==> config.mk <==
export PLATFORM = sky130hd
export DESIGN_NAME = seq_detector
export DESIGN_NICKNAME = d
export VERILOG_FILES = /design/src/rtl/seqdet_pkg.sv /design/src/rtl/seq_detector.sv
export SDC_FILE = /design/constraint.sdc
export NUM_CORES = 1
export LEC_CHECK = 0
export ABC_AREA = 1
export CELL_PAD_IN_SITES_DETAIL_PLACEMENT = 1
export CELL_PAD_IN_SITES_GLOBAL_PLACEMENT = 2
export CORE_MARGIN = 3
export CORE_UTILIZATION = 31
export CTS_BUF_LIST = sky130_fd_sc_hd__clkbuf_4 sky130_fd_sc_hd__clkbuf_8 sky130_fd_sc_hd__clkbuf_16
export CTS_CLUSTER_DIAMETER = 120
export CTS_CLUSTER_SIZE = 10
export DETAILED_ROUTE_END_ITERATION = 10
export PLACE_DENSITY = 0.81
export SLEW_MARGIN = 30
export SYNTH_ARGS = -nofsm -noshare
export SYNTH_HDL_FRONTEND = slang
export SYNTH_SLANG_ARGS = --single-unit
==> constraint.sdc <==
create_clock -name clk -period 3.6 [get_ports clk]
set_clock_uncertainty 0.2 [all_clocks]
set_input_delay 0.36 -clock clk [delete_from_list [all_inputs] [get_ports clk]]
set_output_delay 0.36 -clock clk [all_outputs]
set_load 0.01 [all_outputs]
==> src/rtl/seqdet_pkg.sv <==
// seqdet_pkg
// Shared definitions for the serial pattern detector:
//   state_t      - detector FSM encoding (history still filling / fully armed)
//   sat_inc()    - saturating increment used by the fill and match counters
//   DEF_PAT_W    - default pattern length
//   DEF_PATTERN  - default pattern (MSB is the oldest bit), also used by benches
package seqdet_pkg;

  typedef enum logic {
    ST_FILLING = 1'b0,
    ST_ARMED   = 1'b1
  } state_t;

  localparam int              DEF_PAT_W   = 7;
  localparam logic [6:0]      DEF_PATTERN = 7'b1011001;

  // Returns v+1, or v unchanged once it has reached max_v.
  function automatic logic [31:0] sat_inc(input logic [31:0] v, input logic [31:0] max_v);
    return (v >= max_v) ? v : v + 32'd1;
  endfunction

endpackage

==> src/rtl/seq_detector.sv <==
// seq_detector
// Serial bit-pattern detector. One bit is taken per clock while i_en is high;
// o_val pulses for one cycle after the edge at which the most recent PAT_W
// bits equal the active pattern. The pattern and overlap mode can be replaced
// at runtime (i_load), and matches are tallied in a saturating counter.
//
// Ports:
//   clk      system clock
//   rst      synchronous reset, active high (restores pattern/mode defaults)
//   i_en     bit strobe; i_val is sampled only when high
//   i_val    serial data bit
//   i_clr    synchronous clear of history, fill, counter and o_val
//   i_load   load i_pat / i_ovl as the active configuration, restart filling
//   i_pat    new pattern value (MSB = oldest bit)
//   i_ovl    new overlap mode (1 = overlapping matches allowed)
//   o_val    one-cycle match pulse, registered
//   o_cnt    saturating match count
//   o_armed  history holds PAT_W valid bits
module seq_detector
  import seqdet_pkg::*;
#(
  parameter int               PAT_W   = DEF_PAT_W,
  parameter logic [PAT_W-1:0] PATTERN = DEF_PATTERN,
  parameter bit               OVERLAP = 1'b1,
  parameter int               CNT_W   = 8
) (
  input  logic             clk,
  input  logic             rst,
  input  logic             i_en,
  input  logic             i_val,
  input  logic             i_clr,
  input  logic             i_load,
  input  logic [PAT_W-1:0] i_pat,
  input  logic             i_ovl,
  output logic             o_val,
  output logic [CNT_W-1:0] o_cnt,
  output logic             o_armed
);

  // Only PAT_W-1 past bits are stored: the newest bit of a match is i_val
  // itself, so the oldest history bit would never be looked at.
  localparam int HIST_W = PAT_W - 1;
  localparam int FILL_W = $clog2(PAT_W + 1);

  localparam logic [FILL_W-1:0] FILL_FULL = FILL_W'(PAT_W);
  localparam logic [FILL_W-1:0] FILL_PRE  = FILL_W'(PAT_W - 1);

  logic [HIST_W-1:0] hist_reg, hist_next;
  logic [FILL_W-1:0] fill_reg, fill_next;
  logic [PAT_W-1:0]  pat_reg,  pat_next;
  logic              ovl_reg,  ovl_next;
  logic              val_reg,  val_next;
  logic [CNT_W-1:0]  cnt_reg,  cnt_next;
  state_t            state_reg, state_next;
  logic              hit;

  // A match needs PAT_W-1 valid stored bits plus the bit arriving now.
  always_comb begin
    hit = i_en && (fill_reg >= FILL_PRE) && ({hist_reg, i_val} == pat_reg);
  end

  always_comb begin
    hist_next  = hist_reg;
    fill_next  = fill_reg;
    pat_next   = pat_reg;
    ovl_next   = ovl_reg;
    cnt_next   = cnt_reg;
    val_next   = 1'b0;

    if (i_clr) begin
      hist_next = '0;
      fill_next = '0;
      cnt_next  = '0;
    end else if (i_load) begin
      // The bit presented alongside a load is dropped; filling restarts.
      pat_next  = i_pat;
      ovl_next  = i_ovl;
      fill_next = '0;
    end else if (i_en) begin
      hist_next = HIST_W'({hist_reg, i_val});
      fill_next = FILL_W'(sat_inc(32'(fill_reg), 32'(PAT_W)));
      if (hit) begin
        val_next = 1'b1;
        cnt_next = CNT_W'(sat_inc(32'(cnt_reg), 32'({CNT_W{1'b1}})));
        // Non-overlap: forget everything so the next match needs PAT_W fresh bits.
        if (!ovl_reg) begin
          fill_next = '0;
        end
      end
    end

    state_next = (fill_next == FILL_FULL) ? ST_ARMED : ST_FILLING;
  end

  always_ff @(posedge clk) begin
    if (rst) begin
      hist_reg  <= '0;
      fill_reg  <= '0;
      pat_reg   <= PATTERN;
      ovl_reg   <= OVERLAP;
      val_reg   <= 1'b0;
      cnt_reg   <= '0;
      state_reg <= ST_FILLING;
    end else begin
      hist_reg  <= hist_next;
      fill_reg  <= fill_next;
      pat_reg   <= pat_next;
      ovl_reg   <= ovl_next;
      val_reg   <= val_next;
      cnt_reg   <= cnt_next;
      state_reg <= state_next;
    end
  end

  assign o_val   = val_reg;
  assign o_cnt   = cnt_reg;
  assign o_armed = (state_reg == ST_ARMED);

endmodule
# [Word level (Yosys, flattened, before mapping)]
# Index checks and enable logic that the tools add are counted.
[word_totals] mem_bits_rw=0 memories=0 register_bits=27 romBits=0 output_inout_bits=10 input_bits=14 latch_bits=0
[op_classes] n_bitwise=4 addsub=2 reduce_logical=7 n_shift=0 mul=0 muxes=8 div_mod_pow=0 n_eq_ne=2 magnitude_cmp=3
[op_table] op="$mux W3" count=6
[op_table] op="$add A8 B1 Y8 const B" count=1
[op_table] op="$ge A8 B8 Y1 const B" count=1
[op_table] op="$eq A7 B7 Y1" count=1
[op_table] op="$ge A3 B3 Y1 const B" count=2
[op_table] op="$not A1 Y1" count=4
[op_table] op="$reduce_and A2 Y1" count=2
[op_table] op="$reduce_and A4 Y1" count=1
[op_table] op="$reduce_or A4 Y1" count=1
[op_table] op="$add A3 B1 Y3 const B" count=1
[op_table] op="$eq A3 B3 Y1 const B" count=1
[op_table] op="$logic_and A1 B1 Y1" count=2
[op_table] op="$mux W1" count=2
[op_table] op="$reduce_or A2 Y1" count=1

# [Depth between registers and ports, before layout]
# Gate-level depths: netlist of the first run.
[logic_depth] word_depth=9 mapped_depth=10

# [Worst setup path after synthesis of the first run]
# No wires, ideal clock.
[synth_timing] path_kind="reg-to-reg" from="register cnt_reg[0], in the netlist o_cnt[0]" to="register cnt_reg[5], in the netlist o_cnt[5]" synth_period_minus_slack_ns=1.627 stages_incl_launch_ff=8 arrival_time_ns=1.304 setup_ns=0.123 required_ns=3.277 path_slack_ns=1.973 path_buffers=0 cell_sequence="dfxtp_1 ha_1 nand2_1 nor2_2 a21oi_2 nand3_4 nand2_1 a21oi_1"
[synth_via] elab_chain_len=3
[synth_rtl] item="start, declared" line="seq_detector.sv:53" rtl="logic [CNT_W-1:0] cnt_reg, cnt_next;"
[synth_rtl] item="start signal, assigned" line="seq_detector.sv:110" rtl="cnt_reg <= cnt_next;"
[synth_rtl] item="$ge A8 B8 Y1" line="seqdet_pkg.sv:19" rtl="return (v >= max_v) ? v : v + 32'd1;"
[synth_rtl] item="$not A1 Y1 (no source line)"
[synth_rtl] item="$reduce_and A4 Y1 (no source line)"
# Several ways; a longest one is shown, not always the timed one.
# A chain may end at the register's enable or synchronous reset.

# [Worst setup path after layout of the first run]
[layout_timing] from="register fill_reg[0]" to="register cnt_reg[4], in the netlist o_cnt[4]"
[layout_via] elab_chain_len=4
[layout_rtl] item="start, declared" line="seq_detector.sv:49" rtl="logic [FILL_W-1:0] fill_reg, fill_next;"
[layout_rtl] item="start signal, assigned" line="seq_detector.sv:106" rtl="fill_reg <= fill_next;"
[layout_rtl] item="$ge A3 B3 Y1" line="seq_detector.sv:59" rtl="hit = i_en && (fill_reg >= FILL_PRE) && ({hist_reg, i_val} == pat_reg);"
[layout_rtl] item="$logic_and A1 B1 Y1 (2 in a row)" line="seq_detector.sv:59"
[layout_rtl] item="$reduce_and A4 Y1 (no source line)"
# Every way passes these cells.

==> results of run 1 <==
[path summary, 6_finish.rpt]
path,from,to,slack (ps),cells after the start
worst min register to register,pat_reg[2],pat_reg[2],290,2
worst max register to register,fill_reg[0],o_cnt[4],1610,7
worst max-delay path,fill_reg[0],o_cnt[4],1610,7
worst min-delay path,pat_reg[2],pat_reg[2],290,2
[kinds of logic (layout without fill, tap and decap cells)]
kind of cell | count (synthesis) | in the layout | synth area share
xor gates and xnor gates | 5 | 5 | 0.0302
DFF | 27 | 27 | 0.373
AOI/OAI and AO/OA | 39 | 39 | 0.146
and+or+nand+nor | 100 | 100 | 0.332
adders and majority gates | 4 | 4 | 0.0346
buffers and inverters | 32 | 58 | 0.0838
[layer usage]
layer | share of wire | vias up | global-route usage | wire (um)
met4 | 0.012 | 0 | 0.0474 | 46
met1 | 0.46 | 680 | 0.179 | 1790
met5 | 0 | - | 0 | 0
met2 | 0.50 | 19 | 0.281 | 1990
li1 | - | 734 | - | -
met3 | 0.028 | 4 | 0.0203 | 111
[worst register-to-register path: stages (launching register included)]
cell     delay [ps]
dfxtp_1         380
inv_1            90
ha_1            200
o21ai_0         440
nor2_2          220
nand3_4         180
nand2_1          70
a21oi_1         140
[metrics by stage]
stage	setup slack (ps)	hold slack (ps)
2_1_floorplan	1970	232
3_3_place_gp	1540	270
3_5_place_dp	1500	279
4_1_cts	1560	291
5_1_grt	1410	325
6_report	1610	290
[power breakdown]
part | internal [mW] | leakage, nW | switching, mW
clock | 0.0871 | 0.0262 | 0.100
combinational | 0.0280 | 0.499 | 0.0404
sequential | 0.307 | 0.220 | 0.00604
total | 0.422 | 0.744 | 0.146
[cell usage after synthesis, types with 4 or more instances]
| library cell | n |
|---|---|
| dfxtp_1 | 27 |
| a21oi_1 | 18 |
| nand3_1 | 11 |
| xor2_1 | 4 |
| nor2_2 | 4 |
| o211ai_1 | 5 |
| nand4_1 | 11 |
| o21ai_0 | 15 |
| ha_1 | 4 |
| inv_1 | 28 |
| nor2_1 | 14 |
| nand2_1 | 51 |
[final cells by class]
cell class	instances	area (sq um)	area share
Sequential cell	27	541	0.302
Timing Repair Buffer	24	238	0.133
Inverter	30	113	0.0629
Tap cell	52	65.1	0.0363
Clock buffer	4	48.8	0.0273
Multi-Input combinational cell	148	786	0.439
==> impl_metrics.yaml, run 1 <==
placement:
  dp.cells: 281
  dpl.hpwl_mm: 3.11
  place_congestion: 0.738
  placed_cell_area_sq_um: 1740
  io_buffers: 23
clock_tree:
  postCtsResizedCells: 0
  hold_buffers: 0
  path_clk_slew_ps: 100
  clock_sinks: 27
  root_buffer: "clkbuf_8"
  cts_made_buffers: 3
  cts_tree: "yes"
  clkLatencyLatePin_ps: 280
  htree_levels: 1
  cts_max_path_buffers: 2
  cts_setup_buffers: 0
yosys:
  synth_warnings: 0
  ys_top_cells_by_area: "dfxtp_1 37%, nand2_1 13%, inv_1 7.3%, a21oi_1 6.2%, o21ai_0 5.2%"
  synth-edff-count: 0
  synth_nets: 225
  seq_area_frac_synth: 0.373
  synth_ff_type: "dfxtp_1"
  syn_inst: 207
  ys_seq_elements: 27
  synthArstFlopShare: 0
  synth_top_area_frac: 0.373
  synthDistinctLibCells: 23
  synth_top_area_cell: "dfxtp_1"
  synth_area_sq_um: 1450
  syn_avg_cell_area_sq_um: 6.99
finish:
  final_cells: 285
  design_area_sq_um: 1790
  layout_commonest_cell: "nand2_1"
  nets: 252
  final_core_util: 0.403
  final_cell_mix: "51 x nand2_1, 28 x inv_1, 27 x dfxtp_1"
  area_growth_pct: 23.7
  drive_gt1_frac: 0.0730
  largest_reg_flops: 8
  n_fill_cell: 571
  diodes: 0
job:
  max_cap_viol_count: 0
sta:
  post-route-period-util: 0.554
  rsz0062_at_grt: "no"
  drv_slew: 0
  setup_viol: 0
  fin_crit_ps: 1990
  slew-limit-headroom: 0.582
  tightest_slew_ps: 624
  fmax_mhz: 502
  timing.setup.tns_ps: 0
  report.final.hold_viol_count: 0
global_routing:
  grt_pass1_wl_mm: 6.54
  grt_pass1_vias: 1414
  gr-total-overflow: 0
  grt_max_degree: 15
  antenna_found_initial: 0
  track_usage: 0.151
detailed_routing:
  firstDrtPassIters: 4
  vias_per_cell: 5.04
  dr.first_iter.drc_count: 36
  vias: 1437
  drc_errors: 0
  ant_nets: 0
  routed_wl_mm: 3.94
  routedWlPerCell_um: 13.8
status:
  outcome: "completed"
power_and_ir_drop:
  power_density_nw_per_um2: 317
  power_leakage_nw: 0.744
  total_power_uw: 568
  ir_worst_vdd_mv: 0.154
setup_path:
  cp_slowest_cell: "o21ai_0"
  crit_family: "compound AO/OA/AOI/OAI gates"
  critPathLaunchType: "register"
  arrival_ps: 2000
  required_ps: 3600
  cp-end-kind: "register"
  critPathKind: "reg2reg"
  worstPathCellList: "inv_1, ha_1, o21ai_0, nor2_2, nand3_4, nand2_1, a21oi_1"
  critPathBufInv: 1
  slowest_delay_ps: 440
  cp_max_fo: 9
floorplanning:
  rows: 24
  io_pins: 24
  die_height_um: 74.3
  die_area_sq_um: 5530
  core_area_sq_um: 4440
  start_util: 0.326
  die_w_um: 74.3
min_path:
  hold_class: "reg2reg"
(Power assumes the default switching activity.)
==> run 2, diff against run 1 <==
Settings changed: CORE_UTILIZATION 31 to 29, PLACE_DENSITY 0.81 to 0.76.
Clock period 3.6 ns to 1.95 ns, I/O delays scaled along.
==> impl_metrics.yaml, run 2 (synthesis gave the netlist of run 1 again) <==
status:
  outcome: "completed"
detailed_routing:
  vias_per_cell: 4.64
  drc_errors: 0
  routed_wl_mm: 3.86
  ant_nets: 0
  dr.first_iter.drc_count: 48
  routedWlPerCell_um: 12.5
  firstDrtPassIters: 4
  vias: 1429
finish:
  area_growth_pct: 29.1
  n_fill_cell: 630
  drive_gt1_frac: 0.104
  final_cells: 308
  layout_commonest_cell: "nand2_1"
  final_cell_mix: "51 x nand2_1, 28 x inv_1, 27 x dfxtp_1"
  nets: 260
  largest_reg_flops: 8
  diodes: 0
power_and_ir_drop:
  power_density_nw_per_um2: 560
  power_leakage_nw: 0.784
  ir_worst_vdd_mv: 0.325
clock_tree:
  cts_setup_buffers: 0
  clock_sinks: 27
  path_clk_slew_ps: 90
  hold_buffers: 0
  cts_tree: "yes"
  cts_max_path_buffers: 2
  root_buffer: "clkbuf_8"
  htree_levels: 1
  clkLatencyLatePin_ps: 270
  postCtsResizedCells: 0
  cts_made_buffers: 3
global_routing:
  track_usage: 0.135
  grt_pass1_wl_mm: 6.51
  antenna_found_initial: 0
  gr-total-overflow: 0
  grt_pass1_vias: 1396
  grt_max_degree: 15
setup_path:
  cp-end-kind: "register"
  critPathLaunchType: "register"
  arrival_ps: 1750
  required_ps: 1960
  cp_max_fo: 6
  critPathKind: "reg2reg"
placement:
  dpl.hpwl_mm: 3.10
  place_congestion: 0.754
  io_buffers: 23
  dp.cells: 304
  dp_worst_setup_slack_ps: 61.5
sta:
  tightest_slew_ps: 276
  fin_crit_ps: 1740
  rsz0062_at_grt: "no"
  setup_viol: 0
  fmax_mhz: 574
  timing.setup.tns_ps: 0
  report.final.hold_viol_count: 0
  fin_ws_ps: 208
  post-route-period-util: 0.894
  slew-limit-headroom: 0.814
  drv_slew: 0
floorplanning:
  rows: 25
  io_pins: 24
  start_util: 0.302
  die_w_um: 76.7
  core_area_sq_um: 4790
  die_height_um: 76.7
  die_area_sq_um: 5880
job:
  max_cap_viol_count: 0
min_path:
  hold_class: "reg2reg"
## run 2: where the power goes
group          internal (mW)  switching [mW]  total [mW]
clock                  0.161           0.175       0.335
combinational         0.0582          0.0759       0.134
sequential             0.567          0.0107       0.577
## run 2: area by class of cell
type	count	area [sq um]	share of cell area
inverter	30	113	0.0602
tap	67	83.8	0.0448
timing repair buffer	32	298	0.159
clock buffer	4	48.8	0.0261
sequential	27	541	0.289
multi-input combinational	148	786	0.420
## run 2: worst max-delay path, cell delays in order (launching register included)
cell	delay [ps]
dfxtp_1	410
ha_1	170
o21ai_0	70
buf_4	150
nor2_2	210
buf_4	200
nand4_1	100
a21oi_1	160
## run 2: per-layer routing
layer / share of wire / wire, um / up-vias / GRT usage
met2: 0.47 / 1830 / 17 / 0.230
met4: 0.0088 / 34 / 0 / 0.0272
met3: 0.024 / 94 / 4 / 0.0258
li1: - / - / 749 / -
met5: 0 / 0 / - / 0
met1: 0.49 / 1900 / 659 / 0.179
## run 2: stage by stage
step / power (mW) / hold WS, ps / utilization / cell area [sq um]
finish: 1.05 / 287 / 0.391 / 1870
global route: 1.10 / 304 / 0.391 / 1870
CTS: 1.07 / 285 / 0.391 / 1870
detailed placement: 0.726 / 273 / 0.380 / 1820
global placement: 0.726 / 270 / 0.380 / 1820
floorplan: 0.663 / 67.4 / - / 1450
## run 2: worst paths after layout
kind | to | from | cells past startpoint | slack (ps)
worst max-delay path | o_cnt[1] | fill_reg[1] | 7 | 210
worst min-delay path | pat_reg[2] | pat_reg[2] | 2 | 290
worst max register to register | o_cnt[1] | fill_reg[1] | 7 | 210
worst min register to register | pat_reg[2] | pat_reg[2] | 2 | 290
==> run 3, diff against run 2 <==
Settings changed: CORE_UTILIZATION 29 to 26, PLACE_DENSITY 0.76 to default, PLACE_DENSITY_LB_ADDON from default to 0.08.
Clock period 1.95 ns to 1.55 ns, I/O delays scaled along.
==> impl_metrics.yaml, run 3 (synthesis gave the netlist of run 1 again) <==
finish:
  largest_reg_flops: 8
  final_cell_mix: "27 x nand2_1, 22 x nand2_2, 21 x buf_4"
  final_cells: 328
  diodes: 0
  area_growth_pct: 60.2
  nets: 277
  final_core_util: 0.443
  drive_gt1_frac: 0.461
  design_area_sq_um: 2320
  layout_commonest_cell: "nand2_1"
  n_fill_cell: 653
power_and_ir_drop:
  switching_share: 0.282
  power.share.sequential: 0.522
  power_density_nw_per_um2: 601
  p_switching_uw: 394
  power_leakage_nw: 0.954
  ir_worst_vdd_mv: 0.389
  p_comb_frac: 0.174
  clock_power_share: 0.305
  power.internal_uw: 1000
clock_tree:
  clkLatencyLatePin_ps: 290
  root_buffer: "clkbuf_8"
  cts_max_path_buffers: 2
  hold_buffers: 0
  cts_made_buffers: 3
  htree_levels: 1
  path_clk_slew_ps: 100
  clock_sinks: 27
  cts_tree: "yes"
min_path:
  worstHoldPathCells: 4
  hold_start: "i_val"
  whs_endpoint: "hist_reg[0]"
  hold_class: "in2reg"
sta:
  drv_slew: 0
  tightest_slew_ps: 347
  slew-limit-headroom: 0.769
  fmax_mhz: 636
  report.final.hold_viol_count: 0
  post-route-period-util: 1.01
  fin_crit_ps: 1570
  setup_viol: 7
  fin_ws_ps: -23.2
  fin_hold_ws_ps: 86.6
  rsz0062_at_grt: "yes"
detailed_routing:
  drc_errors: 0
  routedWlPerCell_um: 14.5
  routed_wl_mm: 4.74
  firstDrtPassIters: 4
  ant_nets: 0
  dr.first_iter.drc_count: 34
  vias_per_cell: 4.76
  vias: 1562
floorplanning:
  start_util: 0.276
  die_height_um: 80.6
  core_area_sq_um: 5240
  die_area_sq_um: 6500
  die_w_um: 80.6
  rows: 26
  io_pins: 24
placement:
  dp.cells: 317
  dpl.hpwl_mm: 3.42
  placed_cell_area_sq_um: 1910
  place_congestion: 0.698
  io_buffers: 23
global_routing:
  grt_pass1_vias: 1634
  track_usage: 0.154
  gr-total-overflow: 0
  grt_max_degree: 16
  grt_pass1_wl_mm: 7.63
  antenna_found_initial: 0
setup_path:
  critPathKind: "reg2reg"
  worst_r2r_path_depth: 9
  required_ps: 1520
  r2r_end: "o_cnt[2]"
  arrival_ps: 1540
  critPathLaunchType: "register"
  cp_max_fo: 8
  crit-reg2reg-launch: "hist_reg[1]"
  cp-end-kind: "register"
  ff2ff_setup_slack_ps: -20
status:
  outcome: "finished with violations"
  violations: "setup timing"
job:
  max_cap_viol_count: 0
## run 3: cell types whose count changed in the layout (fill, tap and decap cells not counted), sizes merged
| cell | before | now |
|---|---|---|
| clkinv | 0 | 1 |
| clkdlybuf4s50 | 23 | 13 |
| buf | 9 | 25 |
| clkbuf | 4 | 3 |
| dlygate4sd2 | 0 | 8 |
| nor2 | 19 | 20 |
| dlymetal6s2s | 0 | 2 |
## run 3: layer usage
metal  track usage  routed length (um)
met1         0.171                2020
met2         0.291                2540
met3        0.0224                 116
met4        0.0625                  67
met5             0                   0
## run 3: cell type report
cell class | count | area [sq um] | area share
multi-input cells | 149 | 1050 | 0.452
flip-flops and latches | 27 | 582 | 0.251
repair buffers | 48 | 437 | 0.188
inverters | 30 | 118 | 0.0507
well taps | 70 | 87.6 | 0.0378
clock buffers | 3 | 41.3 | 0.0178
clock inverters | 1 | 5.00 | 0.00216
## run 3: power by group through the flow
stage / combinational, mW / sequential, mW / clock [mW]
finish: 0.242 / 0.727 / 0.424
global route: 0.267 / 0.730 / 0.473
CTS: 0.214 / 0.725 / 0.443
detailed placement: 0.184 / 0.742 / 0
global placement: 0.179 / 0.742 / 0
floorplan: 0.0952 / 0.739 / 0
## run 3: how the worst max path moves through the flow
stage                           start     endpoint  slack (ps)  cells past startpoint
after floorplan           fill_reg[0]     o_cnt[5]           6                      7
after global placement          i_val     o_cnt[7]        -250                     10
after detailed placement        i_val     o_cnt[5]        -310                     10
after CTS                 fill_reg[0]  fill_reg[1]         -40                      7
after global routing      hist_reg[1]     o_cnt[6]        -140                      9
final                     hist_reg[1]     o_cnt[2]         -20                      9
## run 3: what timing repair did
item                                    in CTS  in global routing
buffers inserted                             2                  5
pin swaps                                   11                 27
endpoints found under the setup margin      20                 14
cloned                                       1                  0
resized for setup                           60                 53
## run 3: critical path: stages, from the launching register on
cell and delay, ps:
dfxtp_2 350, inv_1 70, nand2_2 80, nand2_2 80, nor2_4 110, nand2_4 90, nor2_8 150, nand3_4 150
nand2_2 120, a21oi_2 60
## run 3: per-stage QoR
stage	total power, mW	setup TNS [ps]	setup WS [ps]
after global routing	1.47	-1320	-138
after global placement	0.921	-2760	-247
final	1.39	-66.6	-23.2
after CTS	1.38	-96.4	-39.9
after floorplan	0.834	0	6.35
after detailed placement	0.926	-3610	-307
